`config.mk`:
```
export PLATFORM = sky130hd
export DESIGN_NAME = alien_bomb_scheduler
export DESIGN_NICKNAME = d
export VERILOG_FILES = /design/src/rtl/space_invaders_pkg.sv /design/src/rtl/bomb_lfsr16.sv /design/src/rtl/alien_bomb_scheduler.sv
export SDC_FILE = /design/constraint.sdc
export NUM_CORES = 1
export LEC_CHECK = 0
export BUFFER_PORTS_ARGS = -buffer_cell sky130_fd_sc_hd__clkbuf_2
export CORE_MARGIN = 10
export CORE_UTILIZATION = 40
export CTS_CLUSTER_SIZE = 25
export DETAILED_ROUTE_END_ITERATION = 10
export SYNTH_ARGS = -nofsm -noshare
export SYNTH_HDL_FRONTEND = slang
export SYNTH_SLANG_ARGS = --single-unit
```
`constraint.sdc`:
```
create_clock -name clk -period 12.4 [get_ports clk]
set_input_delay 1.24 -clock clk [delete_from_list [all_inputs] [get_ports clk]]
set_output_delay 1.24 -clock clk [all_outputs]
set_load 0.1 [all_outputs]
```
`src/rtl/space_invaders_pkg.sv`:
```
// Shared constants for the space invaders game: alien grid geometry,
// screen limits, the bomb scheduler FSM encoding and a coordinate clamp.
package space_invaders_pkg;

  localparam int N_ROWS        = 3;
  localparam int N_COLS        = 5;
  localparam int ALIEN_WIDTH   = 24;
  localparam int ALIEN_HEIGHT  = 16;
  localparam int X_GAP         = 10;
  localparam int Y_GAP         = 10;
  localparam int SCREEN_BOTTOM = 480;

  localparam logic [1:0] ST_WAIT   = 2'd0;
  localparam logic [1:0] ST_PICK   = 2'd1;
  localparam logic [1:0] ST_SCAN   = 2'd2;
  localparam logic [1:0] ST_LAUNCH = 2'd3;

  // Screen coordinates are 11-bit; sums are clamped instead of wrapping.
  function automatic logic [10:0] sat_coord(input logic [12:0] v);
    return (v > 13'd2047) ? 11'h7FF : v[10:0];
  endfunction

endpackage

```
`src/rtl/bomb_lfsr16.sv`:
```
// 16-bit Fibonacci LFSR (taps 16,14,13,11) used to pick the firing column.
// The seed is non-zero and the register never reaches the all-zero lock-up state.
module bomb_lfsr16 (
  input  logic        clk,
  input  logic        reset_n,
  input  logic        enable,
  output logic [15:0] value
);

  logic feedback;

  assign feedback = value[0] ^ value[2] ^ value[3] ^ value[5];

  // Shift right, feeding the tap XOR back into the top bit.
  always_ff @(posedge clk or negedge reset_n) begin
    if (!reset_n)
      value <= 16'hACE1;
    else if (enable)
      value <= {feedback, value[15:1]};
  end

endmodule

```
`src/rtl/alien_bomb_scheduler.sv`:
```
// Alien return fire: periodically picks a column, launches a bomb from the
// lowest living alien in it, moves bombs each frame, retires them at the
// screen bottom or on player contact, and draws them for the VGA mux.
module alien_bomb_scheduler
  import space_invaders_pkg::*;
#(
  parameter int          MAX_BOMBS     = 4,
  parameter int          BOMB_W        = 2,
  parameter int          BOMB_H        = 8,
  parameter int          BOMB_SPEED    = 4,
  parameter int          FIRE_INTERVAL = 60,
  parameter int          PLAYER_W      = 32,
  parameter int          PLAYER_H      = 16,
  parameter logic [11:0] BOMB_COLOR    = 12'hFF0
) (
  input  logic                     clk,
  input  logic                     reset_n,
  input  logic                     pause,
  input  logic                     frame_tick,
  input  logic [10:0]              x_offset,
  input  logic [10:0]              y_offset,
  input  logic [N_ROWS*N_COLS-1:0] alive_mask,
  input  logic [10:0]              player_x,
  input  logic [10:0]              player_y,
  input  logic [10:0]              pixel_x,
  input  logic [10:0]              pixel_y,
  output logic                     bomb_on,
  output logic [11:0]              bomb_rgb,
  output logic                     player_hit,
  output logic [3:0]               bombs_active
);

  localparam int COL_W     = (N_COLS > 1) ? $clog2(N_COLS) : 1;
  localparam int ROW_W     = (N_ROWS > 1) ? $clog2(N_ROWS) : 1;
  localparam int IDX_W     = (MAX_BOMBS > 1) ? $clog2(MAX_BOMBS) : 1;
  localparam int CNT_W     = $clog2(FIRE_INTERVAL + 1);
  localparam int COL_PITCH = ALIEN_WIDTH + X_GAP;
  localparam int ROW_PITCH = ALIEN_HEIGHT + Y_GAP;
  localparam int X_CENTER  = ALIEN_WIDTH / 2 - BOMB_W / 2;

  logic [1:0]           state;
  logic [CNT_W-1:0]     fire_cnt;
  logic [COL_W-1:0]     col;
  logic [COL_W-1:0]     tries;
  logic [ROW_W-1:0]     launch_row;
  logic [15:0]          lfsr_value;

  logic                 col_hit;
  logic [ROW_W-1:0]     col_row;
  logic                 alloc_ok;
  logic [IDX_W-1:0]     alloc_idx;
  logic [10:0]          launch_x;
  logic [10:0]          launch_y;

  logic [MAX_BOMBS-1:0] slot_used;
  logic [10:0]          slot_x  [MAX_BOMBS];
  logic [10:0]          slot_y  [MAX_BOMBS];
  logic [10:0]          moved_y [MAX_BOMBS];
  logic                 retire_pending;
  logic [MAX_BOMBS-1:0] hit_vec;
  logic [MAX_BOMBS-1:0] retire_vec;
  logic                 draw_hit;
  logic [3:0]           used_count;

  bomb_lfsr16 u_lfsr (
    .clk     (clk),
    .reset_n (reset_n),
    .enable  (!pause),
    .value   (lfsr_value)
  );

  // Highest living row in the column under inspection (lowest alien on screen).
  always_comb begin
    col_hit = 1'b0;
    col_row = '0;
    for (int r = 0; r < N_ROWS; r++) begin
      if (alive_mask[r * N_COLS + int'(col)]) begin
        col_hit = 1'b1;
        col_row = ROW_W'(r);
      end
    end
  end

  // Lowest-index free slot, judged on last cycle's occupancy.
  always_comb begin
    alloc_ok  = 1'b0;
    alloc_idx = '0;
    for (int i = MAX_BOMBS - 1; i >= 0; i--) begin
      if (!slot_used[i]) begin
        alloc_ok  = 1'b1;
        alloc_idx = IDX_W'(i);
      end
    end
  end

  assign launch_x = sat_coord(13'(x_offset) + 13'(col) * 13'(COL_PITCH) + 13'(X_CENTER));
  assign launch_y = sat_coord(13'(y_offset) + 13'(launch_row) * 13'(ROW_PITCH) + 13'(ALIEN_HEIGHT));

  // Per-slot motion, retirement (bottom or player contact, touching edges count) and pixel coverage.
  always_comb begin
    hit_vec    = '0;
    retire_vec = '0;
    draw_hit   = 1'b0;
    for (int i = 0; i < MAX_BOMBS; i++) begin
      moved_y[i] = sat_coord(13'(slot_y[i]) + 13'(BOMB_SPEED));
      if (slot_used[i] &&
          ({1'b0, slot_x[i]} <= {1'b0, player_x} + 12'(PLAYER_W)) &&
          ({1'b0, player_x} <= {1'b0, slot_x[i]} + 12'(BOMB_W)) &&
          ({1'b0, slot_y[i]} <= {1'b0, player_y} + 12'(PLAYER_H)) &&
          ({1'b0, player_y} <= {1'b0, slot_y[i]} + 12'(BOMB_H)))
        hit_vec[i] = 1'b1;
      retire_vec[i] = slot_used[i] && ((slot_y[i] >= 11'(SCREEN_BOTTOM)) || hit_vec[i]);
      if (slot_used[i] &&
          ({1'b0, pixel_x} >= {1'b0, slot_x[i]}) &&
          ({1'b0, pixel_x} <  {1'b0, slot_x[i]} + 12'(BOMB_W)) &&
          ({1'b0, pixel_y} >= {1'b0, slot_y[i]}) &&
          ({1'b0, pixel_y} <  {1'b0, slot_y[i]} + 12'(BOMB_H)))
        draw_hit = 1'b1;
    end
  end

  // Occupied-slot count for the bombs_active register.
  always_comb begin
    used_count = '0;
    for (int i = 0; i < MAX_BOMBS; i++)
      used_count = used_count + {3'b000, slot_used[i]};
  end

  // Fire scheduling FSM: count frames, pick a column, scan for a shooter, launch.
  always_ff @(posedge clk or negedge reset_n) begin
    if (!reset_n) begin
      state      <= ST_WAIT;
      fire_cnt   <= '0;
      col        <= '0;
      tries      <= '0;
      launch_row <= '0;
    end else if (!pause) begin
      case (state)
        ST_WAIT: begin
          if (frame_tick) begin
            if (fire_cnt == CNT_W'(FIRE_INTERVAL - 1)) begin
              fire_cnt <= '0;
              state    <= ST_PICK;
            end else begin
              fire_cnt <= fire_cnt + 1'b1;
            end
          end
        end
        ST_PICK: begin
          col   <= COL_W'(lfsr_value % 16'(N_COLS));
          tries <= '0;
          state <= ST_SCAN;
        end
        ST_SCAN: begin
          if (col_hit) begin
            launch_row <= col_row;
            state      <= ST_LAUNCH;
          end else if (tries == COL_W'(N_COLS - 1)) begin
            state <= ST_WAIT;
          end else begin
            col   <= (col == COL_W'(N_COLS - 1)) ? '0 : col + 1'b1;
            tries <= tries + 1'b1;
          end
        end
        ST_LAUNCH: state <= ST_WAIT;
        default:   state <= ST_WAIT;
      endcase
    end
  end

  // Slot array: move on tick, retire the cycle after, and take new launches.
  always_ff @(posedge clk or negedge reset_n) begin
    if (!reset_n) begin
      slot_used      <= '0;
      retire_pending <= 1'b0;
      player_hit     <= 1'b0;
      for (int i = 0; i < MAX_BOMBS; i++) begin
        slot_x[i] <= '0;
        slot_y[i] <= '0;
      end
    end else begin
      player_hit <= 1'b0;
      if (!pause) begin
        retire_pending <= frame_tick;
        for (int i = 0; i < MAX_BOMBS; i++) begin
          if (frame_tick && slot_used[i])
            slot_y[i] <= moved_y[i];
          if (retire_pending && retire_vec[i])
            slot_used[i] <= 1'b0;
        end
        if (retire_pending && (|hit_vec))
          player_hit <= 1'b1;
        if ((state == ST_LAUNCH) && alloc_ok) begin
          slot_used[alloc_idx] <= 1'b1;
          slot_x[alloc_idx]    <= launch_x;
          slot_y[alloc_idx]    <= launch_y;
        end
      end
    end
  end

  // Registered pixel output and occupancy count; the draw path ignores pause.
  always_ff @(posedge clk or negedge reset_n) begin
    if (!reset_n) begin
      bomb_on      <= 1'b0;
      bomb_rgb     <= '0;
      bombs_active <= '0;
    end else begin
      bomb_on      <= draw_hit;
      bomb_rgb     <= draw_hit ? BOMB_COLOR : 12'h000;
      bombs_active <= used_count;
    end
  end

endmodule

```
==> results of run 1 <==
## cell families after synthesis
| group | Yosys count | synth area share [%] |
|---|---|---|
| compound gates | 589 | 20.8 |
| fa+ha+maj | 399 | 27.9 |
| other cells | 1 | 0.0209 |
| buf+inv | 245 | 5.47 |
| xor+xnor | 87 | 4.29 |
| mux | 34 | 2.63 |
| simple gates | 703 | 20.6 |
| flops | 130 | 18.2 |
## cell usage after synthesis, types with 5 or more instances
master    instances
nand3_1          83
o21a_1           28
xor2_1           14
clkbuf_1         54
buf_4            13
nand4b_1          9
xnor2_1          72
and3_1           21
inv_1           167
nand2b_1         87
o31ai_1          16
a32oi_1           9
o22ai_1           7
nand2_1         139
nor3_1           54
o221ai_1          5
nor2b_1          96
nor4_1           14
a41oi_1           6
and2_1           12
o22a_1           23
mux2i_1          15
a22oi_1          14
dfstp_2           8
a21oi_1         171
o21bai_1         14
a211oi_1          7
nor2_1          102
o211ai_1          7
mux2_2            8
a31oi_1          11
a21o_1           26
nand4_1          56
mux4_2            9
dfrtp_1         122
o21ai_0         186
ha_1            395
or2_2             7
## per-stage QoR
step | total power, W | util, % | setup slack [ps]
after floorplan | 0.00314 | - | 5880
after global placement | 0.00387 | 42.6 | 5090
after detailed placement | 0.00393 | 42.6 | 4980
after CTS | 0.00448 | 43.9 | 4920
after global routing | 0.00490 | 43.9 | 4410
final | 0.00450 | 43.9 | 4860
## registers in the layout, summed over array words and instances (netlist names)
| name | count |
|---|---|
| launch_row | 2 |
| player_hit | 1 |
| fire_cnt | 6 |
| state | 2 |
| col | 3 |
| slot_y | 44 |
| bombs_active | 3 |
| u_lfsr.value | 16 |
| slot_x | 44 |
| slot_used | 4 |
| tries | 3 |
| retire_pending | 1 |
| bomb_rgb | 1 |
## worst max-delay path by stage
stage | startpoint | endpoint | slack, ps | cells after the start
after floorplan | u_lfsr.value[15]$_DFFE_PN1N_ | col[1]$_DFFE_PN0P_ | 5880 | 30
after global placement | u_lfsr.value[13]$_DFFE_PN1N_ | col[1]$_DFFE_PN0P_ | 5090 | 27
after detailed placement | u_lfsr.value[13]$_DFFE_PN1N_ | col[1]$_DFFE_PN0P_ | 4980 | 27
after CTS | u_lfsr.value[13]$_DFFE_PN1N_ | col[1]$_DFFE_PN0P_ | 4920 | 27
after global routing | u_lfsr.value[15]$_DFFE_PN1N_ | col[1]$_DFFE_PN0P_ | 4410 | 27
final | u_lfsr.value[15]$_DFFE_PN1N_ | col[1]$_DFFE_PN0P_ | 4860 | 27
## report_power, final
part / total (W) / internal, W / switching (W)
sequential: 0.000839 / 0.000543 / 0.000296
clock: 0.000519 / 0.000314 / 0.000205
combinational: 0.00315 / 0.00130 / 0.00184
total: 0.00450 / 0.00216 / 0.00234
## final cells by class
class,instances,area share (%)
tap,592,3.80
multi-input combinational,1817,70.4
inverter,169,3.26
timing repair buffer,101,2.68
sequential,130,16.8
clock inverter,10,0.643
clock buffer,22,2.44
## cells in the final DEF, fill, tap and decap left out, types with 11 or more instances in the layout
master | synthesis | layout
nor2b_1 | 96 | 96
and2_1 | 12 | 12
xnor2_1 | 72 | 72
clkbuf_2 | 0 | 95
dfrtp_1 | 122 | 122
nand4_1 | 56 | 56
o21bai_1 | 14 | 14
a22oi_1 | 14 | 14
xor2_1 | 14 | 14
a21o_1 | 26 | 26
inv_1 | 167 | 167
nor3_1 | 54 | 54
o21a_1 | 28 | 28
nand2b_1 | 87 | 87
o22a_1 | 23 | 23
a31oi_1 | 11 | 11
o31ai_1 | 16 | 16
mux2i_1 | 15 | 15
and3_1 | 21 | 21
nor4_1 | 14 | 14
nor2_1 | 102 | 102
ha_1 | 395 | 395
o21ai_0 | 186 | 186
nand2_1 | 139 | 139
clkbuf_16 | 0 | 17
a21oi_1 | 171 | 171
nand3_1 | 83 | 83
## layer usage
layer	vias to the layer above	global-route usage, %
met5	-	0
met4	0	6.21
met3	69	3.32
met2	599	33.5
met1	7864	29.8
li1	8072	-
==> impl_metrics.py, run 1 <==
metrics = {
    "setup_path": {
        "reg2reg_slack_ps": 4860,
        "worstSetupStartpointType": "flop",
        "path_class": "reg -> reg",
        "rr_worst_depth": 27,
        "cp_slowest_cell": "dfstp_2",
        "cp_top_family": "compound AO/OA/AOI/OAI gates",
        "worstPathArrival_ps": 7900,
        "rr_startpoint": "u_lfsr.value[15]$_DFFE_PN1N_",
        "end_kind": "flop",
        "cpPeakStageDelay_ps": 650,
        "r2r-end": "col[1]$_DFFE_PN0P_",
        "crit_required_ps": 12760,
        "cp.buffers_inverters": 0,
        "cp_max_fo": 12,
    },
    "final_layout": {
        "design_area_mm2": 0.0195,
        "nFillCells": 4505,
        "area_delta_synth_final_pct": 8.53,
        "seqCellArea_mm2": 0.00326,
        "diodes": 0,
        "multi_input_area_mm2": 0.0137,
        "instances_no_fill": 2841,
        "drive_above_1_share_pct": 8.36,
        "nets": 2719,
    },
    "power_and_ir_drop": {
        "ir_drop_v": 0.000188,
        "p_leak_nw": 8.83,
        "p_per_area_mw_per_mm2": 231,
    },
    "die": {
        "die_h_um": 232,
        "core-area_mm2": 0.0443,
        "pin_count": 103,
        "initial_core_util_pct": 40.5,
        "dieArea_mm2": 0.0537,
        "die_w_um": 232,
        "rows": 77,
    },
    "synthesis": {
        "syn-instance-count": 2188,
        "netlist.top_cell.by_area": "ha_1",
        "synth_area_leaders": "ha_1 (28%), dfrtp_1 (17%), o21ai_0 (5.2%), a21oi_1 (4.8%), xnor2_1 (3.5%)",
        "ys_seq_elements": 130,
        "syn_area_per_cell_um2": 8.20,
        "yosysWarnings": 0,
        "synth_edf_count": 0,
        "yosys.area.top_type_share_pct": 27.5,
        "synthFlopType": "dfrtp_1",
        "syn_area_mm2": 0.0179,
        "synth_cell_types": 96,
        "async_flop_share_pct": 100,
        "yosysSeqAreaShare_pct": 18.2,
    },
    "sta": {
        "fin_crit_sh_pct": 60.8,
        "setup_viol": 0,
        "rsz0062_at_grt": "false",
        "fin_worst_skew_ps": 13.2,
        "fmax_mhz": 133,
        "max_slew_margin_pct": 25.2,
        "post-route-min-period_ps": 7540,
        "hold_slack_ps": 506,
        "worst-slew-pin-transition_ps": 1090,
        "finalSetupTns_ps": 0,
        "final_hold_viol_count": 0,
        "slew_viol_final": 0,
    },
    "global_routing": {
        "grt_usage_pct": 21.4,
        "grt-ovfl-total": 0,
        "grt_start_max_net_pins": 73,
        "grt_pass1_vias": 15960,
        "grt_pass1_wl_um": 91100,
        "antenna_found_initial": 0,
    },
    "placed_design": {
        "buffer_ports.inserted": 97,
        "place.gp.congestion": 0.976,
        "dp.cells": 2809,
        "place_area_mm2": 0.0189,
        "dp_hpwl_um": 47600,
    },
    "cts": {
        "root_buffer": "clkbuf_16",
        "cts_buffers": 17,
        "ctsHtreeMaxLevel": 4,
        "clkLatencyLatePin_ps": 440,
        "hold_buffers": 0,
        "cts_resized": 0,
        "cts_buffer_depth": 2,
        "cts_tree": "done",
        "post_cts_buffers": 0,
        "clk_pin_slew_ps": 60,
        "clkSinkCount": 130,
    },
    "drt": {
        "vias_per_cell": 5.84,
        "drc": 0,
        "wire_per_inst_um": 20.7,
        "top_layer": "met4",
        "wl_met2_um": 25900,
        "vias": 16604,
        "wl_um": 58900,
        "dr.pass1.iters": 6,
        "wl_met1_um": 27300,
        "drt-initial-drc-count": 1377,
        "met3RoutedLength_um": 4310,
        "postRouteAntennaNets": 0,
    },
    "run_status": {
        "outcome": "complete, no violations",
    },
    "min_path": {
        "hp-start": "retire_pending$_DFFE_PN0N_",
        "hold_path_end": "retire_pending$_DFFE_PN0N_",
        "worstHoldPathCells": 1,
        "hold_path_class": "reg -> reg",
    },
    "run": {
        "maxCapViolCount": 0,
    },
}
Note: power is estimated with default switching activity, not from simulation.
==> inputs of run 2 (changes only) <==
==> constraint.sdc (replaced) <==
create_clock -name clk -period 7.85 [get_ports clk]
set_input_delay 0.785 -clock clk [delete_from_list [all_inputs] [get_ports clk]]
set_output_delay 0.785 -clock clk [all_outputs]
set_load 0.1 [all_outputs]
==> run 2 against run 1 <==
Design area is essentially flat; wire length up 0.50%; first-iteration DRC count up 10%; critical path depth shrank 1; non-clock buffer count is 1 higher; sequential share of layout area barely moved; combinational power up 59%; highest routed layer is now met5.
==> impl_metrics.py, run 2 (synthesis results as in run 1) <==
metrics = {
    "run_status": {
        "outcome": "complete, no violations",
    },
    "power_and_ir_drop": {
        "clockPowerShare_pct": 11.4,
        "finalPower_w": 0.00713,
        "p_leak_nw": 8.83,
        "switchingPower_w": 0.00375,
        "p_int_w": 0.00338,
        "ir_drop_v": 0.000303,
        "power_frac_seq_pct": 18.4,
        "switching_share_pct": 52.6,
        "p_per_area_mw_per_mm2": 366,
        "p_comb_share_pct": 70.2,
    },
    "final_layout": {
        "instances_no_fill": 2842,
        "diodes": 0,
        "nets": 2720,
        "layout.cells.most_common_list": "ha_1 (395), o21ai_0 (186), a21oi_1 (171)",
        "drive_above_1_share_pct": 8.62,
        "area_delta_synth_final_pct": 8.53,
        "largestRegisters": "slot_x: 44 flops, slot_y: 44 flops, u_lfsr.value: 16 flops",
        "final_common_cell": "ha_1",
    },
    "drt": {
        "drc": 0,
        "dr.pass1.iters": 6,
        "wire_per_inst_um": 20.8,
        "wl_um": 59200,
        "vias": 16662,
        "drt-initial-drc-count": 1521,
        "vias_per_cell": 5.86,
        "postRouteAntennaNets": 0,
    },
    "cts": {
        "clkLatencyLatePin_ps": 450,
        "cts_buffer_depth": 2,
        "ctsHtreeMaxLevel": 4,
        "cts_buffers": 17,
        "cts_tree": "done",
        "clk_pin_slew_ps": 70,
        "clkSinkCount": 130,
        "root_buffer": "clkbuf_16",
        "hold_buffers": 0,
    },
    "placed_design": {
        "buffer_ports.inserted": 97,
        "pre_cts_slack_ps": 515,
        "place.gp.congestion": 0.960,
        "dp.cells": 2810,
        "dp_hpwl_um": 48100,
    },
    "min_path": {
        "hold_path_class": "in -> async",
    },
    "die": {
        "die_w_um": 232,
        "pin_count": 103,
        "die_h_um": 232,
        "initial_core_util_pct": 40.5,
        "dieArea_mm2": 0.0537,
        "rows": 77,
        "core-area_mm2": 0.0443,
    },
    "setup_path": {
        "worstPathArrival_ps": 7620,
        "r2r-end": "col[1]$_DFFE_PN0P_",
        "cp_max_fo": 12,
        "path_class": "reg -> reg",
        "worstSetupStartpointType": "flop",
        "crit_required_ps": 8220,
        "end_kind": "flop",
        "reg2reg_slack_ps": 590,
        "rr_worst_depth": 26,
        "rr_startpoint": "u_lfsr.value[15]$_DFFE_PN1N_",
    },
    "sta": {
        "fmax_mhz": 138,
        "slew_viol_final": 0,
        "fin_worst_skew_ps": 16.3,
        "fin_crit_sh_pct": 92.4,
        "final_hold_viol_count": 0,
        "finalSetupTns_ps": 0,
        "setup_viol": 0,
        "rsz0062_at_grt": "false",
        "post-route-min-period_ps": 7260,
        "finalWorstSetupSlack_ps": 594,
        "worst-slew-pin-transition_ps": 1150,
        "max_slew_margin_pct": 22.5,
    },
    "global_routing": {
        "antenna_found_initial": 1,
        "grt_pass1_vias": 16097,
        "grt_usage_pct": 21.7,
        "grt-ovfl-total": 0,
        "grt_pass1_wl_um": 91800,
        "grt_start_max_net_pins": 72,
    },
    "run": {
        "maxCapViolCount": 0,
    },
}
## run 2: final cells by class
class                   instances  area [um2]
clock inverters                14         139
clock buffers                  18         439
inverters                     169         634
well taps                     592         741
repair buffers                102         529
flip-flops and latches        130        3260
multi-input cells            1817       13700
fillers                      4459       24800
## run 2: metal layers
layer,GRT usage (%),vias to the layer above,routed length [um]
li1,-,8075,-
met3,3.35,83,3830
met4,7.45,2,1810
met2,33.4,539,25900
met1,30.1,7963,27600
met5,0,-,10
## run 2: worst max-delay path by stage
stage | from | endpoint | depth (start not counted)
final | u_lfsr.value[15]$_DFFE_PN1N_ | col[1]$_DFFE_PN0P_ | 26
after global routing | u_lfsr.value[15]$_DFFE_PN1N_ | col[1]$_DFFE_PN0P_ | 26
after CTS | u_lfsr.value[13]$_DFFE_PN1N_ | col[1]$_DFFE_PN0P_ | 27
after detailed placement | u_lfsr.value[13]$_DFFE_PN1N_ | col[1]$_DFFE_PN0P_ | 27
after global placement | u_lfsr.value[13]$_DFFE_PN1N_ | col[1]$_DFFE_PN0P_ | 27
after floorplan | u_lfsr.value[15]$_DFFE_PN1N_ | col[1]$_DFFE_PN0P_ | 30
## run 2: power by group through the flow
stage | registers [W] | clock network, W | logic, W
2_1_floorplan | 0.00105 | 0 | 0.00391
3_3_place_gp | 0.00130 | 0 | 0.00482
3_5_place_dp | 0.00131 | 0 | 0.00491
4_1_cts | 0.00130 | 0.000825 | 0.00494
5_1_grt | 0.00135 | 0.000856 | 0.00559
6_report | 0.00132 | 0.000812 | 0.00500
## run 2: metrics by stage
stage / hold slack [ps] / utilization [%] / area (um2)
after floorplan: 464 / - / 18000
after global placement: 485 / 42.6 / 18900
after detailed placement: 492 / 42.6 / 18900
after CTS: 348 / 43.9 / 19500
after global routing: 376 / 43.9 / 19500
final: 337 / 43.9 / 19500
## run 2: worst max-delay path, stage by stage, from the launching register on
cell	delay, ps
dfstp_2	650
nor3b_1	380
a211oi_1	90
a31o_2	270
a22oi_4	220
o2111ai_4	250
o22ai_1	370
nand2_1	270
o2bb2a_1	380
o2111a_1	270
a2111oi_2	500
o21ai_0	200
a211oi_2	440
a311oi_1	110
and2_0	260
ha_1	240
a32o_1	240
nor4_4	260
o211ai_2	170
xnor2_1	290
ha_1	200
nor2b_1	190
o32a_1	190
mux2i_2	90
nor2_1	150
mux2_4	320
o221ai_2	140
## run 2: what timing repair did
item | 4_1_cts | 5_1_grt
setup buffers | 0 | 0
endpoints found under the hold margin | 0 | 0
resized for setup | 0 | 3
endpoints found under the setup margin | 0 | 2
